File: src/rtl/photon_event_tagger.sv
// Photon event tagger: detects rising edges on detector channels, tags each
// event with the current timestamp and buffers {chmask, timestamp} entries in a
// first-word-fall-through FIFO. Events arriving while the FIFO is full are dropped
// and counted in a saturating overflow counter.
module photon_event_tagger #(
   parameter int unsigned NUM_CH     = 4,
   parameter int unsigned FIFO_DEPTH = 8
) (
   input  logic                          clk,
   input  logic                          resetn,
   input  logic                          run,
   input  logic [63:0]                   timestamp,
   input  logic [NUM_CH-1:0]             pulse,
   input  logic                          clear,
   output logic                          m_valid,
   input  logic                          m_ready,
   output logic [63:0]                   m_timestamp,
   output logic [NUM_CH-1:0]             m_chmask,
   output logic [$clog2(FIFO_DEPTH):0]   fifo_level,
   output logic [31:0]                   overflow_count
);

   localparam int unsigned AW = $clog2(FIFO_DEPTH);
   localparam logic [AW:0] DepthL = (AW+1)'(FIFO_DEPTH);
   localparam logic [AW:0] PtrOne = (AW+1)'(1);

   // Pointers carry one extra wrap bit so full and empty are distinguishable.
   logic [AW:0]       wr_ptr_q, wr_ptr_d;
   logic [AW:0]       rd_ptr_q, rd_ptr_d;
   logic [NUM_CH-1:0] prev_q, prev_d;
   logic [31:0]       ovf_q, ovf_d;

   logic [63:0]       mem_ts_q [FIFO_DEPTH];
   logic [NUM_CH-1:0] mem_ch_q [FIFO_DEPTH];

   logic [NUM_CH-1:0] rise;
   logic              evt;
   logic [AW:0]       level;
   logic              full;
   logic              empty;
   logic              xfer;
   logic              wr_en;
   logic              drop;

   // Event detection, FIFO control and next-state computation.
   always_comb begin
      rise     = pulse & ~prev_q;
      evt      = run && (rise != '0);
      level    = wr_ptr_q - rd_ptr_q;
      full     = (level == DepthL);
      empty    = (level == '0);
      xfer     = !empty && m_ready;
      // A full FIFO still accepts an event when the head leaves on the same edge.
      wr_en    = evt && (!full || xfer) && !clear;
      drop     = evt && full && !xfer && !clear;

      prev_d   = pulse;
      wr_ptr_d = wr_ptr_q;
      rd_ptr_d = rd_ptr_q;
      ovf_d    = ovf_q;

      if (clear) begin
         wr_ptr_d = '0;
         rd_ptr_d = '0;
         ovf_d    = '0;
      end else begin
         if (wr_en) wr_ptr_d = wr_ptr_q + PtrOne;
         if (xfer)  rd_ptr_d = rd_ptr_q + PtrOne;
         if (drop && (ovf_q != 32'hFFFF_FFFF)) ovf_d = ovf_q + 32'd1;
      end
   end

   // Control state; prev resets high so a pulse already high at release is not an event.
   always_ff @(posedge clk or negedge resetn) begin
      if (!resetn) begin
         wr_ptr_q <= '0;
         rd_ptr_q <= '0;
         prev_q   <= '1;
         ovf_q    <= '0;
      end else begin
         wr_ptr_q <= wr_ptr_d;
         rd_ptr_q <= rd_ptr_d;
         prev_q   <= prev_d;
         ovf_q    <= ovf_d;
      end
   end

   // Entry storage; contents are meaningless outside the pointer window so no reset.
   always_ff @(posedge clk) begin
      if (wr_en) begin
         mem_ts_q[wr_ptr_q[AW-1:0]] <= timestamp;
         mem_ch_q[wr_ptr_q[AW-1:0]] <= rise;
      end
   end

   // Head outputs are forced to zero when empty so reset/clear present clean zeros.
   always_comb begin
      m_valid        = !empty;
      m_timestamp    = empty ? '0 : mem_ts_q[rd_ptr_q[AW-1:0]];
      m_chmask       = empty ? '0 : mem_ch_q[rd_ptr_q[AW-1:0]];
      fifo_level     = level;
      overflow_count = ovf_q;
   end

endmodule

File: config.mk
export PLATFORM = sky130hd
export DESIGN_NAME = photon_event_tagger
export DESIGN_NICKNAME = d
export VERILOG_FILES = /design/src/rtl/photon_event_tagger.sv
export SDC_FILE = /design/constraint.sdc
export NUM_CORES = 1
export LEC_CHECK = 0
export ABC_AREA = 1
export BUFFER_PORTS_ARGS = -buffer_cell sky130_fd_sc_hd__clkbuf_2
export CELL_PAD_IN_SITES_DETAIL_PLACEMENT = 1
export CELL_PAD_IN_SITES_GLOBAL_PLACEMENT = 1
export CORE_ASPECT_RATIO = 1.1
export CORE_MARGIN = 10
export CORE_UTILIZATION = 35
export CTS_CLUSTER_DIAMETER = 200
export CTS_CLUSTER_SIZE = 24
export DETAILED_ROUTE_END_ITERATION = 8
export GPL_ROUTABILITY_DRIVEN = 0
export PLACE_DENSITY_LB_ADDON = 0.1
export SYNTH_ARGS = -nofsm -noshare
export SYNTH_HDL_FRONTEND = slang
export SYNTH_SLANG_ARGS = --single-unit
File: constraint.sdc
create_clock -name clk -period 10.5 [get_ports clk]
set_input_delay 0.525 -clock clk [delete_from_list [all_inputs] [get_ports clk]]
set_output_delay 0.525 -clock clk [all_outputs]
set_load 0.01 [all_outputs]
### Yosys cells after proc, flatten, opt, wreduce, memory -nomap -nowiden

Memories as Yosys holds them, arrays and structs flattened.
Index checks and enable logic that the tools add are counted.

* $add $sub $neg: 4
* equality and inequality tests: 2
* muxes and demuxes: 10
* bitwise gates (word level): 2
* reduce and logical (&&, ||, !) cells: 18

Operators by type and width (number)
* $mux W32: 2
* $mux W64: 1
* $add A32 B1 Y32 const B: 1
* $ne A32 B32 Y1 const B: 1
* $mux W4: 5
* $add A4 B1 Y4 const B: 2
* $logic_and A1 B1 Y1: 8
* $reduce_bool A2 Y1: 3
* $and A4 B4 Y4: 1
* $eq A4 B4 Y1 const B: 1
* $logic_not A1 Y1: 4
* $logic_not A4 Y1: 1
* $not A4 Y4: 1
* $reduce_bool A4 Y1: 1
* $sub A4 B4 Y4: 1
* $mux W1: 2
* $logic_or A1 B1 Y1: 1

* bits in registers: 44
* RAM bits: 544
* input bits: 73
* output and inout bits: 105
* word-level logic and storage cells: 42
* memories kept: 2

Memories
* mem_ts_q: words 8, bits a word 64, read ports 1, clocked after Yosys merged registers in 0, write ports 1, RTL line 33 `logic [63:0] mem_ts_q [FIFO_DEPTH];`
* mem_ch_q: words 8, bits a word 4, read ports 1, clocked after Yosys merged registers in 0, write ports 1, RTL line 34 `logic [NUM_CH-1:0] mem_ch_q [FIFO_DEPTH];`

### Logic depth before layout (Yosys ltp)

Gate-level depths: netlist of run 1.

* depth after elaboration: 10
* gate-level depth with buffers: 15

### Worst setup path after synthesis of run 1

No wires, ideal clock.

* path kind: reg-to-reg
* start: reg rd_ptr_q[1]
* end: mem mem_ch_q[7][0] (enable)
* arrival time: 6473 ps
* required time: 9922 ps
* setup slack: 3449 ps
* cell stages (with the launch flop): 11
* buffers on the path: 2
* path through: dfrtp_1 > inv_1 > buf_2 > buf_1 > fa_1 > nor2_1 > nand3_1 > nor2_1 > nand3_1 > nand2_1 > nor3_1

* word-level cells in the longest chain between the ends: 9
* elaborated cells on any way between the ends: 11
* those cells by class: add/sub: 1; eq/ne: 1; mux: 2; reduce/logical: 7

Ends and longest elaborated chain
* start: declaration: RTL line 29 `logic [AW:0] rd_ptr_q, rd_ptr_d;`
* start signal: assignment: RTL line 82 `rd_ptr_q <= rd_ptr_d;`
* $sub A4 B4 Y4 (*): RTL line 49 `level = wr_ptr_q - rd_ptr_q;`
* via fifo_level[1]: RTL line 19 `output logic [$clog2(FIFO_DEPTH):0] fifo_level,`
* $logic_not A4 Y1: RTL line 51 `empty = (level == '0);`
* $logic_not A1 Y1: RTL line 52 `xfer = !empty && m_ready;`
* $logic_and A1 B1 Y1: RTL line 52
* $logic_or A1 B1 Y1 (*): RTL line 54 `wr_en = evt && (!full || xfer) && !clear;`
* $logic_and A1 B1 Y1 (*) (2 in series): RTL line 54
* $mux W1 (*): RTL line 90 `if (wr_en) begin`
* $mux W1 (not written as such) (*): RTL line 92 `mem_ch_q[wr_ptr_q[AW-1:0]] <= rise;`
* end: declaration: RTL line 34

Mark *: on every way through the listed nets, which the timed path passes. The rest lies on a longest branch.

### Worst setup path in the final report of run 1

* start: reg rd_ptr_q[1]
* end: out m_timestamp[2]

* word-level cells in the longest chain between the ends: 3
* elaborated cells on any way between the ends: 4
* those cells by class: add/sub: 1; mux: 1; reduce/logical: 1; memory: 1

Ends and longest elaborated chain
* $sub A4 B4 Y4: RTL line 49
* $logic_not A4 Y1: RTL line 51
* $mux W64 (*): RTL line 99 `m_timestamp = empty ? '0 : mem_ts_q[rd_ptr_q[AW-1:0]];`
* end: declaration: RTL line 17 `output logic [63:0] m_timestamp,`

Mark *: on every way between the ends. The rest lies on a longest branch, timed or not.

==> results.sh, run 1 <==
export IMPL_wl_per_cell_um=22.3
export IMPL_synth_fa_ha_area_share_pct=0.389
export IMPL_period_needed_ns=5.08
export IMPL_powerDensity_mw_per_mm2=214
export IMPL_p_seq_share_pct=46.2
export IMPL_drive_above_1_share_pct=12.2
export IMPL_synth_top_flop_cell="edfxtp_1"
export IMPL_yosysTopAreaCell="edfxtp_1"
export IMPL_overflow=0
export IMPL_fin_tns_setup_ns=0
export IMPL_final_cell_mix="edfxtp_1 (544), nand2_1 (474), a21oi_1 (272)"
export IMPL_worst_slew_pin_transition_ns=1.15
export IMPL_synthSimpleGateAreaFrac_pct=14.4
export IMPL_setup_violations=0
export IMPL_via_count=16200
export IMPL_yosys_top_cells_area="edfxtp_1 (67%), nand2_1 (7.3%), a21oi_1 (5.6%)"
export IMPL_finalClockSkew_ns=0.0330
export IMPL_antenna_found_initial=4
export IMPL_path_class="reg2out"
export IMPL_pwr_share_comb_pct=32.4
export IMPL_fmax_ghz=0.197
export IMPL_status="complete, no violations"
export IMPL_num_antenna_cells=0
export IMPL_hold_viol=0
export IMPL_ys_seq_elements=588
export IMPL_cts_setup_buffers=0
export IMPL_slew_headroom_pct=23.3
export IMPL_dpl_hpwl_mm=39.4
export IMPL_rsz0062_at_grt="no"
export IMPL_switchingPower_w=0.00208
export IMPL_io_pins=178
export IMPL_nFillCells=7489
export IMPL_synth_compound_gate_area_share_pct=9.87
export IMPL_dieWidth_um=272
export IMPL_fp_row_count=101
export IMPL_cts_tree="done"
export IMPL_switching_share_pct=36.1
export IMPL_multi_input_area_mm2=0.00620
export IMPL_die_area_mm2=0.0807
export IMPL_pre_cts_ws_ns=5.40
export IMPL_h_tree_depth=1
export IMPL_worstSetupEndpointType="output pin"
export IMPL_die_h_um=297
export IMPL_cts_root_buf="clkbuf_16"
export IMPL_setup_ws_ns=5.42
export IMPL_finish_utilization_pct=39.0
export IMPL_clk_pin_slew_worst_paths_ns=0.12
export IMPL_yosysSeqAreaShare_pct=71.4
export IMPL_yosys_mux_area_fraction_pct=0
export IMPL_cts_buffers=28
export IMPL_ys_async_sr_fraction_pct=7.48
export IMPL_initial_core_util_pct=35.3
export IMPL_dr_pass1_iters=5
export IMPL_grt_usage_pct=16.9
export IMPL_syn_area_per_cell_um2=11.7
export IMPL_synth_warnings=0
export IMPL_post_synth_top_area_fraction_pct=66.9
export IMPL_synthesis_area_mm2=0.0244
export IMPL_crit_required_ns=9.98
export IMPL_final_common_cell="edfxtp_1"
export IMPL_avgViaCountPerCell=5.20
export IMPL_clk_latency_ns=0.61
export IMPL_coreArea_mm2=0.0691
export IMPL_fin_crit_sh_pct=48.4
export IMPL_area_delta_synth_final_pct=10.5
export IMPL_crit_arrival_ns=4.55
export IMPL_grt_pass1_wl_mm=108
export IMPL_wl_mm=69.6
export IMPL_slew_violations=0
export IMPL_synth_edf_count=544
export IMPL_power_leakage_nw=9.98
export IMPL_synth_top_family_by_area="simple AND/OR/NAND/NOR gates"
export IMPL_first_global_vias=17600
export IMPL_syn_num_nets=2160
export IMPL_regArea_mm2=0.0175
export IMPL_crit_path_max_fanout=49
export IMPL_min_path_type="in2async"
export IMPL_syn_inst=2080
export IMPL_portBuffers=177
export IMPL_critPathLaunchType="flop"
export IMPL_cts_buffer_depth=3
export IMPL_drc=0
export IMPL_cts_sinks=588
export IMPL_final_nets=2267
export IMPL_drv_cap=0
export IMPL_vdd_ir_drop_max_mv=0.130
export IMPL_grt_max_degree=114
export IMPL_drtIter0Drc=940
export IMPL_pwr_share_clk_pct=21.4
export IMPL_ant_nets=0
export IMPL_synthXorXnorAreaFrac_pct=0.502
export IMPL_intPower_w=0.00368
export IMPL_synth_cell_types=28
## registers in the layout, summed over array words and instances, names as in the netlist
| name | cells |
|---|---|
| mem_ch_q | 32 |
| mem_ts_q | 512 |
| overflow_count | 32 |
| prev_q | 4 |
| rd_ptr_q | 4 |
| wr_ptr_q | 4 |
## final cells by class
type / instances / share of cell area, %
sequential: 588 / 64.7
multi-input combinational: 1294 / 23.0
tap: 927 / 4.30
timing repair buffer: 205 / 4.10
clock buffer: 39 / 2.83
inverter: 70 / 1.02
clock inverter: 1 / 0.0603
## stage by stage
stage / total power (W) / cells / cell area, um^2 / hold WS (ns)
6_report: 0.00576 / 3124 / 27000 / 0.0174
5_1_grt: 0.00613 / 3124 / 27000 / 0.0444
4_1_cts: 0.00588 / 3124 / 27000 / 0.0169
3_5_place_dp: 0.00464 / 3080 / 26200 / 0.580
3_3_place_gp: 0.00461 / 3080 / 26200 / 0.567
2_1_floorplan: 0.00383 / 2080 / 24400 / 0.229
## critical path, cell delays in order (launching register included)
cell and delay, ns:
dfrtp_4 0.68, inv_4 0.56, buf_4 0.72, buf_4 0.70, a21oi_1 0.08, a22oi_1 0.21, nor2_1 0.05, nor3_1 0.55
clkbuf_2 0.25
## power by group through the flow
stage	clock [W]	combinational, W	sequential (W)
finish	0.00123	0.00187	0.00266
global route	0.00136	0.00210	0.00267
CTS	0.00128	0.00194	0.00266
detailed placement	0	0.00193	0.00272
global placement	0	0.00190	0.00271
floorplan	0	0.00116	0.00267
## synthesized netlist by cell type, types with 2 or more instances
cell type  count
nand3_1       69
nor2_2         5
buf_1         20
nor3_1        69
ha_1           6
buf_6          6
a21oi_1      272
xnor2_1        2
buf_2         38
nand4_1       20
inv_1         64
xor2_1        12
nor2_1       215
inv_2          5
o21ai_0        2
nor2_4         3
dfrtp_1       40
dfstp_2        4
nand2_1      474
a22oi_1      136
edfxtp_1     544
nand2_2        5
clkbuf_1      64
## final timing paths
kind | from | endpoint | slack [ns] | cells after the start
hold / removal | resetn | overflow_count[22] | 0.02 | 2
setup / recovery | rd_ptr_q[1] | m_timestamp[2] | 5.42 | 8
setup reg to reg | rd_ptr_q[2] | mem_ts_q[2][52] | 5.46 | 11
hold reg to reg | overflow_count[31] | overflow_count[31] | 0.61 | 2
min in group clk | timestamp[10] | mem_ts_q[3][10] | 0.21 | 1
max in group asynchronous | resetn | rd_ptr_q[2] | 9.95 | 2
## metal layers
metal  wire, um  global-route usage (%)  vias to the layer above
li1           -                       -                     7600
met1      31900                    22.2                     8383
met2      34900                    30.1                      192
met3       2070                    2.15                       47
met4        704                    2.31                        8
met5         59                       0                        -
## timing repair
item	in CTS	in global routing
hold buffers	4	0
hold endpoints to repair	4	0
resized for setup	0	0
## kinds of logic after synthesis
logic type	count (synthesis)
flops	588
simple gates	862
xor+xnor	14
compound gates	411
fa+ha+maj	7
buf+inv	198
(Power assumes the default switching activity.)
==> inputs of run 2 (changes only) <==
==> constraint.sdc (replaced) <==
create_clock -name clk -period 4.4 [get_ports clk]
set_input_delay 0.22 -clock clk [delete_from_list [all_inputs] [get_ports clk]]
set_output_delay 0.22 -clock clk [all_outputs]
set_load 0.01 [all_outputs]
==> run 2 against run 1 <==
Against the previous run: sequential share of layout area is 1.9 points lower; first-iteration DRC count rose by 5.0%; critical path type is now reg2reg; die area stayed put; design area rose by 3.1%; power increased by 140%; critical endpoint is now mem_ts_q[6][5]; largest power group unchanged; global-route usage up 0.33 points; worst hold slack improved by 0.038 ns; utilization is 1.2 points higher; non-clock buffer count increased by 73; worst setup slack worse by 5.0 ns; sequential power is 140% higher.
==> results.sh, run 2 (synthesis gave the netlist of run 1 again) <==
export IMPL_status="complete, no violations"
export IMPL_fin_crit_sh_pct=89.4
export IMPL_cts_tree="done"
export IMPL_final_nets=2340
export IMPL_nFillCells=7474
export IMPL_die_h_um=297
export IMPL_vdd_ir_drop_max_mv=0.612
export IMPL_finalClockSkew_ns=0.0322
export IMPL_cts_sinks=588
export IMPL_path_class="reg2reg"
export IMPL_worst_slew_pin_transition_ns=1.13
export IMPL_overflow=0
export IMPL_reg2reg_slack_ns=0.47
export IMPL_pre_cts_ws_ns=0.423
export IMPL_drc=0
export IMPL_r2r_start="rd_ptr_q[0]"
export IMPL_avgViaCountPerCell=5.19
export IMPL_wl_per_cell_um=22.3
export IMPL_drive_above_1_share_pct=12.1
export IMPL_endpoint="mem_ts_q[6][5]"
export IMPL_crit_arrival_ns=4.21
export IMPL_fin_tns_setup_ns=0
export IMPL_final_common_cell="edfxtp_1"
export IMPL_fmax_ghz=0.254
export IMPL_crit_start="rd_ptr_q[0]"
export IMPL_grt_max_degree=162
export IMPL_initial_core_util_pct=35.3
export IMPL_setup_ws_ns=0.466
export IMPL_clk_latency_ns=0.61
export IMPL_largest_reg_flops=512
export IMPL_die_area_mm2=0.0807
export IMPL_reg2reg_depth=12
export IMPL_slew_violations=0
export IMPL_ant_nets=0
export IMPL_antenna_found_initial=3
export IMPL_power_leakage_nw=10.3
export IMPL_io_pins=178
export IMPL_instances_no_fill=3199
export IMPL_crit_required_ns=4.68
export IMPL_critPathLaunchType="flop"
export IMPL_final_cell_mix="edfxtp_1 (544), nand2_1 (474), a21oi_1 (272)"
export IMPL_drtIter0Drc=987
export IMPL_cts_root_buf="clkbuf_16"
export IMPL_powerDensity_mw_per_mm2=501
export IMPL_wl_mm=71.3
export IMPL_portBuffers=177
export IMPL_drv_cap=0
export IMPL_dr_pass1_iters=5
export IMPL_first_global_vias=17700
export IMPL_clk_pin_slew_worst_paths_ns=0.10
export IMPL_worstSetupEndpointType="flop"
export IMPL_min_path_type="in2reg"
export IMPL_grt_pass1_wl_mm=110
export IMPL_dpl_hpwl_mm=41.0
export IMPL_period_needed_ns=3.93
export IMPL_via_count=16600
export IMPL_coreArea_mm2=0.0691
export IMPL_setup_violations=0
export IMPL_dieWidth_um=272
export IMPL_rsz0062_at_grt="no"
export IMPL_crit_path_max_fanout=38
export IMPL_hold_viol=0
export IMPL_slew_headroom_pct=25.0
export IMPL_area_delta_synth_final_pct=13.9
export IMPL_cts_buffer_depth=3
export IMPL_place_inst=3087
export IMPL_cts_buffers=28
export IMPL_grt_usage_pct=17.3
export IMPL_power_w=0.0139
export IMPL_fp_row_count=101
export IMPL_reg2reg_to="mem_ts_q[6][5]"
export IMPL_h_tree_depth=1
export IMPL_worstHoldStart="clear"
==> run 2: how the worst min path moves through the flow <==
stage	slack (ns)	end	cells after the start
after floorplan	-0.08	overflow_count[0]	0
after global placement	0.32	prev_q[1]	1
after detailed placement	0.32	prev_q[0]	1
after CTS	0.06	wr_ptr_q[1]	4
after global routing	0.07	wr_ptr_q[1]	4
final	0.06	wr_ptr_q[1]	4
==> run 2: report_power, final <==
part | internal (W) | switching (W) | total (W)
combinational | 0.00144 | 0.00324 | 0.00468
sequential | 0.00622 | 0.0000699 | 0.00629
clock | 0.00122 | 0.00173 | 0.00295
total | 0.00888 | 0.00504 | 0.0139
==> run 2: layer usage <==
metal	vias to the layer above	wire (um)	GRT usage, %	part of all wire (%)
met2	208	35800	30.3	50
met1	8594	32500	23.0	46
met4	4	1040	2.97	1.5
met5	-	21	0	0.029
met3	58	1940	1.81	2.7
li1	7744	-	-	-
==> run 2: final cells by class <==
type	instances	area, um^2	area share, %
antenna	2	5.00	0.0180
clock buffer	39	763	2.74
clock inverter	1	16.3	0.0585
inverter	70	274	0.985
multi-input combinational	1294	6210	22.3
sequential	588	17500	62.7
tap	927	1160	4.17
timing repair buffer	278	1930	6.95
==> run 2: metrics by stage <==
stage	hold slack (ns)	utilization, %	instance area (um^2)
2_1_floorplan	-0.0756	-	24400
3_3_place_gp	0.323	38.1	26300
3_5_place_dp	0.323	38.1	26300
4_1_cts	0.0598	40.2	27800
5_1_grt	0.0713	40.2	27800
6_report	0.0558	40.2	27800
==> run 2: timing repair <==
item / in CTS / in global routing
hold buffers: 70 / 0
resized for setup: 0 / 0
hold endpoints to repair: 560 / 0
buffers inserted: 0 / 0
==> run 2: worst max-delay path, stage by stage (launching register included) <==
cell     delay [ns]
dfrtp_4        0.68
ha_1           0.26
inv_1          0.08
fa_1           0.50
nor2_1         0.05
nand3_1        0.14
nor2_1         0.08
nand3_1        0.14
nand2_1        0.18
nor2_1         0.26
nand2_1        0.31
nor2_4         0.52
buf_12         0.34
